==> config.mk <==
export PLATFORM = sky130hd
export DESIGN_NAME = wb_master_arbiter_flat
export DESIGN_NICKNAME = d
export VERILOG_FILES = /design/src/rtl/wb_master_arbiter_if.sv /design/src/rtl/wb_master_arbiter.sv /design/src/flat_wrapper.sv
export SDC_FILE = /design/constraint.sdc
export NUM_CORES = 1
export LEC_CHECK = 0
export ABC_AREA = 1
export ABC_CLOCK_PERIOD_IN_PS = 2000
export CORE_MARGIN = 3
export CORE_UTILIZATION = 29
export CTS_CLUSTER_SIZE = 10
export DETAILED_ROUTE_END_ITERATION = 8
export PLACE_DENSITY = 0.95
export SYNTH_ARGS = -nofsm -noshare
export SYNTH_HDL_FRONTEND = slang
export SYNTH_SLANG_ARGS = --single-unit
==> constraint.sdc <==
create_clock -name clk_i -period 2 [get_ports clk_i]
set_input_delay 0.3 -clock clk_i [delete_from_list [all_inputs] [get_ports clk_i]]
set_output_delay 0.3 -clock clk_i [all_outputs]
set_load 0.01 [all_outputs]
==> src/rtl/wb_master_arbiter_if.sv <==
// Bus bundle between two Wishbone masters, the arbiter and the shared slave.
// The arbiter takes the slave modport; master drivers and slave models take the master modport.
interface wb_master_arbiter_if #(
  parameter int ADR_W = 16,
  parameter int DAT_W = 16
);
  logic [1:0]         mCyc_i;
  logic [1:0]         mStb_i;
  logic [1:0]         mWe_i;
  logic [3:0]         mSel_i;
  logic [2*ADR_W-1:0] mAdr_i;
  logic [2*DAT_W-1:0] mDat_i;
  logic [1:0]         mAck_o;
  logic [1:0]         mErr_o;
  logic [DAT_W-1:0]   mDat_o;
  logic [1:0]         gnt_o;
  logic               cyc_o;
  logic               stb_o;
  logic               we_o;
  logic [1:0]         sel_o;
  logic [ADR_W-1:0]   adr_o;
  logic [DAT_W-1:0]   dat_o;
  logic               ack_i;
  logic [DAT_W-1:0]   dat_i;

  modport slave (
    input  mCyc_i, mStb_i, mWe_i, mSel_i, mAdr_i, mDat_i, ack_i, dat_i,
    output mAck_o, mErr_o, mDat_o, gnt_o, cyc_o, stb_o, we_o, sel_o, adr_o, dat_o
  );

  modport master (
    output mCyc_i, mStb_i, mWe_i, mSel_i, mAdr_i, mDat_i, ack_i, dat_i,
    input  mAck_o, mErr_o, mDat_o, gnt_o, cyc_o, stb_o, we_o, sel_o, adr_o, dat_o
  );
endinterface

==> src/rtl/wb_master_arbiter.sv <==
// Round-robin arbiter sharing one Wishbone slave between two masters, holding
// each grant for a full cyc and terminating unacknowledged strobes with err.
module wb_master_arbiter #(
  parameter int ADR_W   = 16,
  parameter int DAT_W   = 16,
  parameter int TIMEOUT = 255
) (
  input logic               clk_i,
  input logic               rst_i,
  wb_master_arbiter_if.slave bus
);

  localparam int WD_W = (TIMEOUT > 0) ? $clog2(TIMEOUT + 1) : 1;
  localparam logic [WD_W-1:0] WD_MAX = WD_W'(TIMEOUT);

  typedef enum logic [1:0] {
    IDLE = 2'd0,
    OWN0 = 2'd1,
    OWN1 = 2'd2
  } state_e;

  state_e          state_q, state_d;
  logic            lastGnt_q, lastGnt_d;
  logic [WD_W-1:0] wdCnt_q, wdCnt_d;

  logic active;
  logic idx;
  logic ownCyc;
  logic ownStb;
  logic wdFire;
  logic ownAck;

  always_ff @(posedge clk_i) begin
    if (rst_i) begin
      state_q   <= IDLE;
      lastGnt_q <= 1'b1;
      wdCnt_q   <= '0;
    end else begin
      state_q   <= state_d;
      lastGnt_q <= lastGnt_d;
      wdCnt_q   <= wdCnt_d;
    end
  end

  // Reset also masks the return path so an interrupted cycle gets neither ack nor err.
  always_comb begin
    active = (state_q != IDLE) && !rst_i;
    idx    = (state_q == OWN1);
    ownCyc = idx ? bus.mCyc_i[1] : bus.mCyc_i[0];
    ownStb = idx ? bus.mStb_i[1] : bus.mStb_i[0];
    wdFire = (TIMEOUT > 0) && active && (wdCnt_q == WD_MAX) && !bus.ack_i;
    ownAck = active && bus.ack_i && ownStb;
  end

  always_comb begin
    state_d   = state_q;
    lastGnt_d = lastGnt_q;
    case (state_q)
      IDLE: begin
        if (bus.mCyc_i[0] && bus.mCyc_i[1]) begin
          state_d   = lastGnt_q ? OWN0 : OWN1;
          lastGnt_d = ~lastGnt_q;
        end else if (bus.mCyc_i[0]) begin
          state_d   = OWN0;
          lastGnt_d = 1'b0;
        end else if (bus.mCyc_i[1]) begin
          state_d   = OWN1;
          lastGnt_d = 1'b1;
        end
      end
      OWN0:    if (!bus.mCyc_i[0]) state_d = IDLE;
      OWN1:    if (!bus.mCyc_i[1]) state_d = IDLE;
      default: state_d = IDLE;
    endcase
  end

  // Clearing on fire keeps the counter from ever passing TIMEOUT.
  always_comb begin
    if ((TIMEOUT == 0) || !active || !ownStb || bus.ack_i || wdFire) begin
      wdCnt_d = '0;
    end else begin
      wdCnt_d = wdCnt_q + 1'b1;
    end
  end

  always_comb begin
    bus.gnt_o  = 2'b00;
    bus.cyc_o  = 1'b0;
    bus.stb_o  = 1'b0;
    bus.we_o   = 1'b0;
    bus.sel_o  = 2'b00;
    bus.adr_o  = '0;
    bus.dat_o  = '0;
    bus.mAck_o = 2'b00;
    bus.mErr_o = 2'b00;
    bus.mDat_o = '0;
    if (active) begin
      bus.gnt_o  = idx ? 2'b10 : 2'b01;
      bus.cyc_o  = ownCyc;
      bus.stb_o  = ownStb && !wdFire;
      bus.we_o   = idx ? bus.mWe_i[1] : bus.mWe_i[0];
      bus.sel_o  = idx ? bus.mSel_i[3:2] : bus.mSel_i[1:0];
      bus.adr_o  = idx ? bus.mAdr_i[2*ADR_W-1:ADR_W] : bus.mAdr_i[ADR_W-1:0];
      bus.dat_o  = idx ? bus.mDat_i[2*DAT_W-1:DAT_W] : bus.mDat_i[DAT_W-1:0];
      bus.mAck_o = idx ? {ownAck, 1'b0} : {1'b0, ownAck};
      bus.mErr_o = idx ? {wdFire, 1'b0} : {1'b0, wdFire};
      bus.mDat_o = bus.dat_i;
    end
  end

endmodule

==> src/flat_wrapper.sv <==
// flat-port wrapper written by rule: the top's interface ports become plain ports
module wb_master_arbiter_flat 
#(
  parameter int ADR_W   = 16,
  parameter int DAT_W   = 16,
  parameter int TIMEOUT = 255
)
  (clk_i, rst_i, bus_mCyc_i, bus_mStb_i, bus_mWe_i, bus_mSel_i, bus_mAdr_i, bus_mDat_i, bus_ack_i, bus_dat_i, bus_mAck_o, bus_mErr_o, bus_mDat_o, bus_gnt_o, bus_cyc_o, bus_stb_o, bus_we_o, bus_sel_o, bus_adr_o, bus_dat_o);
  wb_master_arbiter_if #(.ADR_W(ADR_W), .DAT_W(DAT_W)) bus_i ();
  input logic clk_i;
  input logic rst_i;
  input wire logic [$bits(bus_i.mCyc_i)-1:0] bus_mCyc_i;
  input wire logic [$bits(bus_i.mStb_i)-1:0] bus_mStb_i;
  input wire logic [$bits(bus_i.mWe_i)-1:0] bus_mWe_i;
  input wire logic [$bits(bus_i.mSel_i)-1:0] bus_mSel_i;
  input wire logic [$bits(bus_i.mAdr_i)-1:0] bus_mAdr_i;
  input wire logic [$bits(bus_i.mDat_i)-1:0] bus_mDat_i;
  input wire logic [$bits(bus_i.ack_i)-1:0] bus_ack_i;
  input wire logic [$bits(bus_i.dat_i)-1:0] bus_dat_i;
  output wire logic [$bits(bus_i.mAck_o)-1:0] bus_mAck_o;
  output wire logic [$bits(bus_i.mErr_o)-1:0] bus_mErr_o;
  output wire logic [$bits(bus_i.mDat_o)-1:0] bus_mDat_o;
  output wire logic [$bits(bus_i.gnt_o)-1:0] bus_gnt_o;
  output wire logic [$bits(bus_i.cyc_o)-1:0] bus_cyc_o;
  output wire logic [$bits(bus_i.stb_o)-1:0] bus_stb_o;
  output wire logic [$bits(bus_i.we_o)-1:0] bus_we_o;
  output wire logic [$bits(bus_i.sel_o)-1:0] bus_sel_o;
  output wire logic [$bits(bus_i.adr_o)-1:0] bus_adr_o;
  output wire logic [$bits(bus_i.dat_o)-1:0] bus_dat_o;
  assign bus_i.mCyc_i = bus_mCyc_i;
  assign bus_i.mStb_i = bus_mStb_i;
  assign bus_i.mWe_i = bus_mWe_i;
  assign bus_i.mSel_i = bus_mSel_i;
  assign bus_i.mAdr_i = bus_mAdr_i;
  assign bus_i.mDat_i = bus_mDat_i;
  assign bus_i.ack_i = bus_ack_i;
  assign bus_i.dat_i = bus_dat_i;
  assign bus_mAck_o = bus_i.mAck_o;
  assign bus_mErr_o = bus_i.mErr_o;
  assign bus_mDat_o = bus_i.mDat_o;
  assign bus_gnt_o = bus_i.gnt_o;
  assign bus_cyc_o = bus_i.cyc_o;
  assign bus_stb_o = bus_i.stb_o;
  assign bus_we_o = bus_i.we_o;
  assign bus_sel_o = bus_i.sel_o;
  assign bus_adr_o = bus_i.adr_o;
  assign bus_dat_o = bus_i.dat_o;
  wb_master_arbiter #(.ADR_W(ADR_W), .DAT_W(DAT_W), .TIMEOUT(TIMEOUT)) u_core (.clk_i(clk_i), .rst_i(rst_i), .bus(bus_i));
endmodule
==> impl_metrics.tcl <==
set metrics [dict create \
    outcome "completed" \
    h-tree-depth 1 \
    via_count 1977 \
    r2r_start "u_core.wdCnt_q[0]" \
    cts_tree "done" \
    syn_to_final_growth_pct 138 \
    initial_utilization 0.304 \
    synth_edf_count 0 \
    worstPathCellList "inv_1 -> nand2_2 -> inv_2 -> nand2_1 -> a21oi_1 -> clkdlybuf4s50_1" \
    hpwl_mm 4.52 \
    drt_iter0_drc 63 \
    syn_nets 333 \
    antenna_found_initial 0 \
    slew_viol_final 0 \
    clock.fmax_mhz 521 \
    final_nets 494 \
    place_ws_ns -0.240 \
    syn-instance-count 239 \
    path_class "flop to output pin" \
    arrival_ns 1.62 \
    synthDominantCellAreaShare 0.377 \
    clock_latency_ns 0.24 \
    start_kind "flop" \
    postRouteAntennaNets 0 \
    rows 23 \
    vdd_drop_max_mv 0.378 \
    worst_pin_slew_ns 0.279 \
    wirelength_mm 5.73 \
    coreArea_um2 4060 \
    place_congestion 0.825 \
    setup_slack_ns 0.0793 \
    clkSinkCount 11 \
    fin_util 0.725 \
    grt_pass1_vias 1998 \
    syn_area_um2 1230 \
    hp-start "u_core.lastGnt_q" \
    routed_via_density 4.40 \
    grt_usage 0.215 \
    synth_common_cells "nand2_1 (124), inv_1 (28), nor2_1 (28)" \
    clock_path_buffers 2 \
    critPathRequiredTime_ns 1.70 \
    drv_cap 0 \
    die_y_um 71.2 \
    grt_pass1_wl_mm 9.10 \
    worst-path-buf-inv 3 \
    hold_buffers 0 \
    firstDrtPassIters 4 \
    grt.overflow.total 0 \
    grt_max_degree 20 \
    root_buffer "clkbuf_8" \
    setup_tns_ns 0 \
    hold_depth 2 \
    power_density_nw_per_um2 339 \
    yosys.cell_types.count 24 \
    antennaDiodeCount 0 \
    setup_violations 0 \
    min_period_over_period 0.960 \
    finalPower_mw 0.998 \
    hold_path.class "flop to flop" \
    layout_min_cycle_time_ns 1.92 \
    yosysWarnings 0 \
    pin_count 152 \
    synth_top_area_cell "nand2_1" \
    crit_slowest_cell "clkdlybuf4s50_1" \
    wire_per_inst_um 12.8 \
    die_w_um 71.2 \
    r2r_end "u_core.wdCnt_q[4]" \
    nFillCells 310 \
    synth_flop_cell "dfxtp_1" \
    ys_seq_area_frac 0.178 \
    port_buffers 151 \
    die_area_um2 5070 \
    min_to "u_core.lastGnt_q" \
    reg2reg_depth 6 \
    hold_violations 0 \
    slew_headroom 0.812 \
    r2r_slack_ns 0.66 \
    p_leak_nw 1.75 \
    fin_cells 449 \
    crit_cells 6 \
    numCtsBuffers 3 \
    finalClockSkew_ns 0.00127 \
    synth_area_per_cell_um2 5.16 \
    drc_errors 0 \
    critPathCaptureType "output pin" \
    dp_cells 444 \
    critPathTopFamily "buffers and inverters" \
    drive_gt1_frac 0.118 \
    cpPeakStageDelay_ns 0.55 \
    cp_max_fo 4 \
    async_flop_share 0 \
    yosysMostFrequentCell "nand2_1" \
    synth.top_cells.by_area "nand2_1 (38%), dfxtp_1 (18%), inv_1 (8.5%)" \
    clk_pin_slew_ns 0.05 \
    ys_ff_latch 11 \
]
-- per-layer routing --
| metal | part of all wire | GRT usage |
|---|---|---|
| met1 | 0.36 | 0.242 |
| met2 | 0.54 | 0.414 |
| met3 | 0.090 | 0.0435 |
| met4 | 0.015 | 0.0397 |
| met5 | 0 | 0 |
-- tightest hold or removal path, delay by kind of cell, from the launching register on --
kind             cells  cell delay [ns]
and+or+nand+nor      2             0.14
DFF                  1             0.33
-- cells in the final DEF (no fill, tap or decap) --
cell | Yosys | routed
nor2_2 | 10 | 10
nand2_2 | 3 | 3
or2_2 | 1 | 1
nand2_4 | 1 | 1
buf_6 | 3 | 1
o21ai_0 | 1 | 1
nor3_2 | 0 | 1
nand3b_1 | 2 | 2
ha_2 | 0 | 1
buf_4 | 3 | 7
inv_2 | 3 | 3
dlygate4sd2_1 | 0 | 39
nor2_1 | 28 | 27
dlymetal6s2s_1 | 0 | 15
clkdlybuf4s50_1 | 0 | 95
xnor2_1 | 2 | 2
nand2_1 | 124 | 124
clkbuf_8 | 0 | 3
nand3_4 | 1 | 1
buf_12 | 0 | 4
dfxtp_2 | 0 | 4
inv_1 | 28 | 28
xor2_1 | 2 | 2
a211oi_1 | 1 | 1
nand3_1 | 7 | 7
nor2_4 | 1 | 2
dfxtp_1 | 11 | 7
clkbuf_2 | 0 | 1
inv_4 | 2 | 2
clkinv_2 | 0 | 1
a21oi_1 | 2 | 2
clkdlybuf4s15_2 | 0 | 1
-- how the worst max path moves through the flow --
stage | startpoint | endpoint
floorplan | u_core.wdCnt_q[0] | bus_mErr_o[0]
global placement | rst_i | bus_dat_o[12]
detailed placement | rst_i | bus_dat_o[10]
CTS | u_core.wdCnt_q[1] | bus_mErr_o[1]
global route | u_core.state_q[0] | bus_cyc_o
finish | u_core.state_q[0] | bus_cyc_o
-- final cells by class --
cell class / instances / area [µm²] / area share
Clock buffer: 3 / 41.3 / 0.0140
Tap cell: 50 / 62.6 / 0.0213
Timing Repair Buffer: 163 / 1640 / 0.558
Sequential cell: 11 / 225 / 0.0766
Clock inverter: 1 / 5.00 / 0.00170
Inverter: 33 / 129 / 0.0438
Multi-Input combinational cell: 188 / 838 / 0.285
-- cell families (layout without fill, tap and decap cells) --
group	after synthesis	in the layout	share of synthesized area
xor+xnor	4	4	0.0284
buf+inv	40	200	0.154
flops	11	11	0.178
simple gates	179	179	0.611
fa+ha+maj	1	1	0.0101
compound gates	4	4	0.0183
-- what timing repair did --
action / CTS / global route
setup endpoints to repair: 58 / 19
pin swaps: 1 / 1
gates cloned: 0 / 0
resized for setup: 48 / 21
hold endpoints to repair: 0 / 0
setup buffers: 1 / 0
-- state kept, by name, summed over array words and instances (netlist names) --
name and flops:
u_core.lastGnt_q 1, u_core.state_q 2, u_core.wdCnt_q 8
-- report_power, final --
group          internal [mW]  leakage (nW)  switching (mW)
registers              0.228        0.0911         0.00899
logic                  0.318          1.63           0.222
clock network          0.137        0.0255          0.0836
-- per-stage QoR --
step	hold slack [ns]	cell area [µm²]
2_1_floorplan	0.369	1230
3_3_place_gp	0.453	2880
3_5_place_dp	0.488	2880
4_1_cts	0.483	2900
5_1_grt	0.520	2940
6_report	0.500	2940
Note: power is estimated with default switching activity, not from simulation.
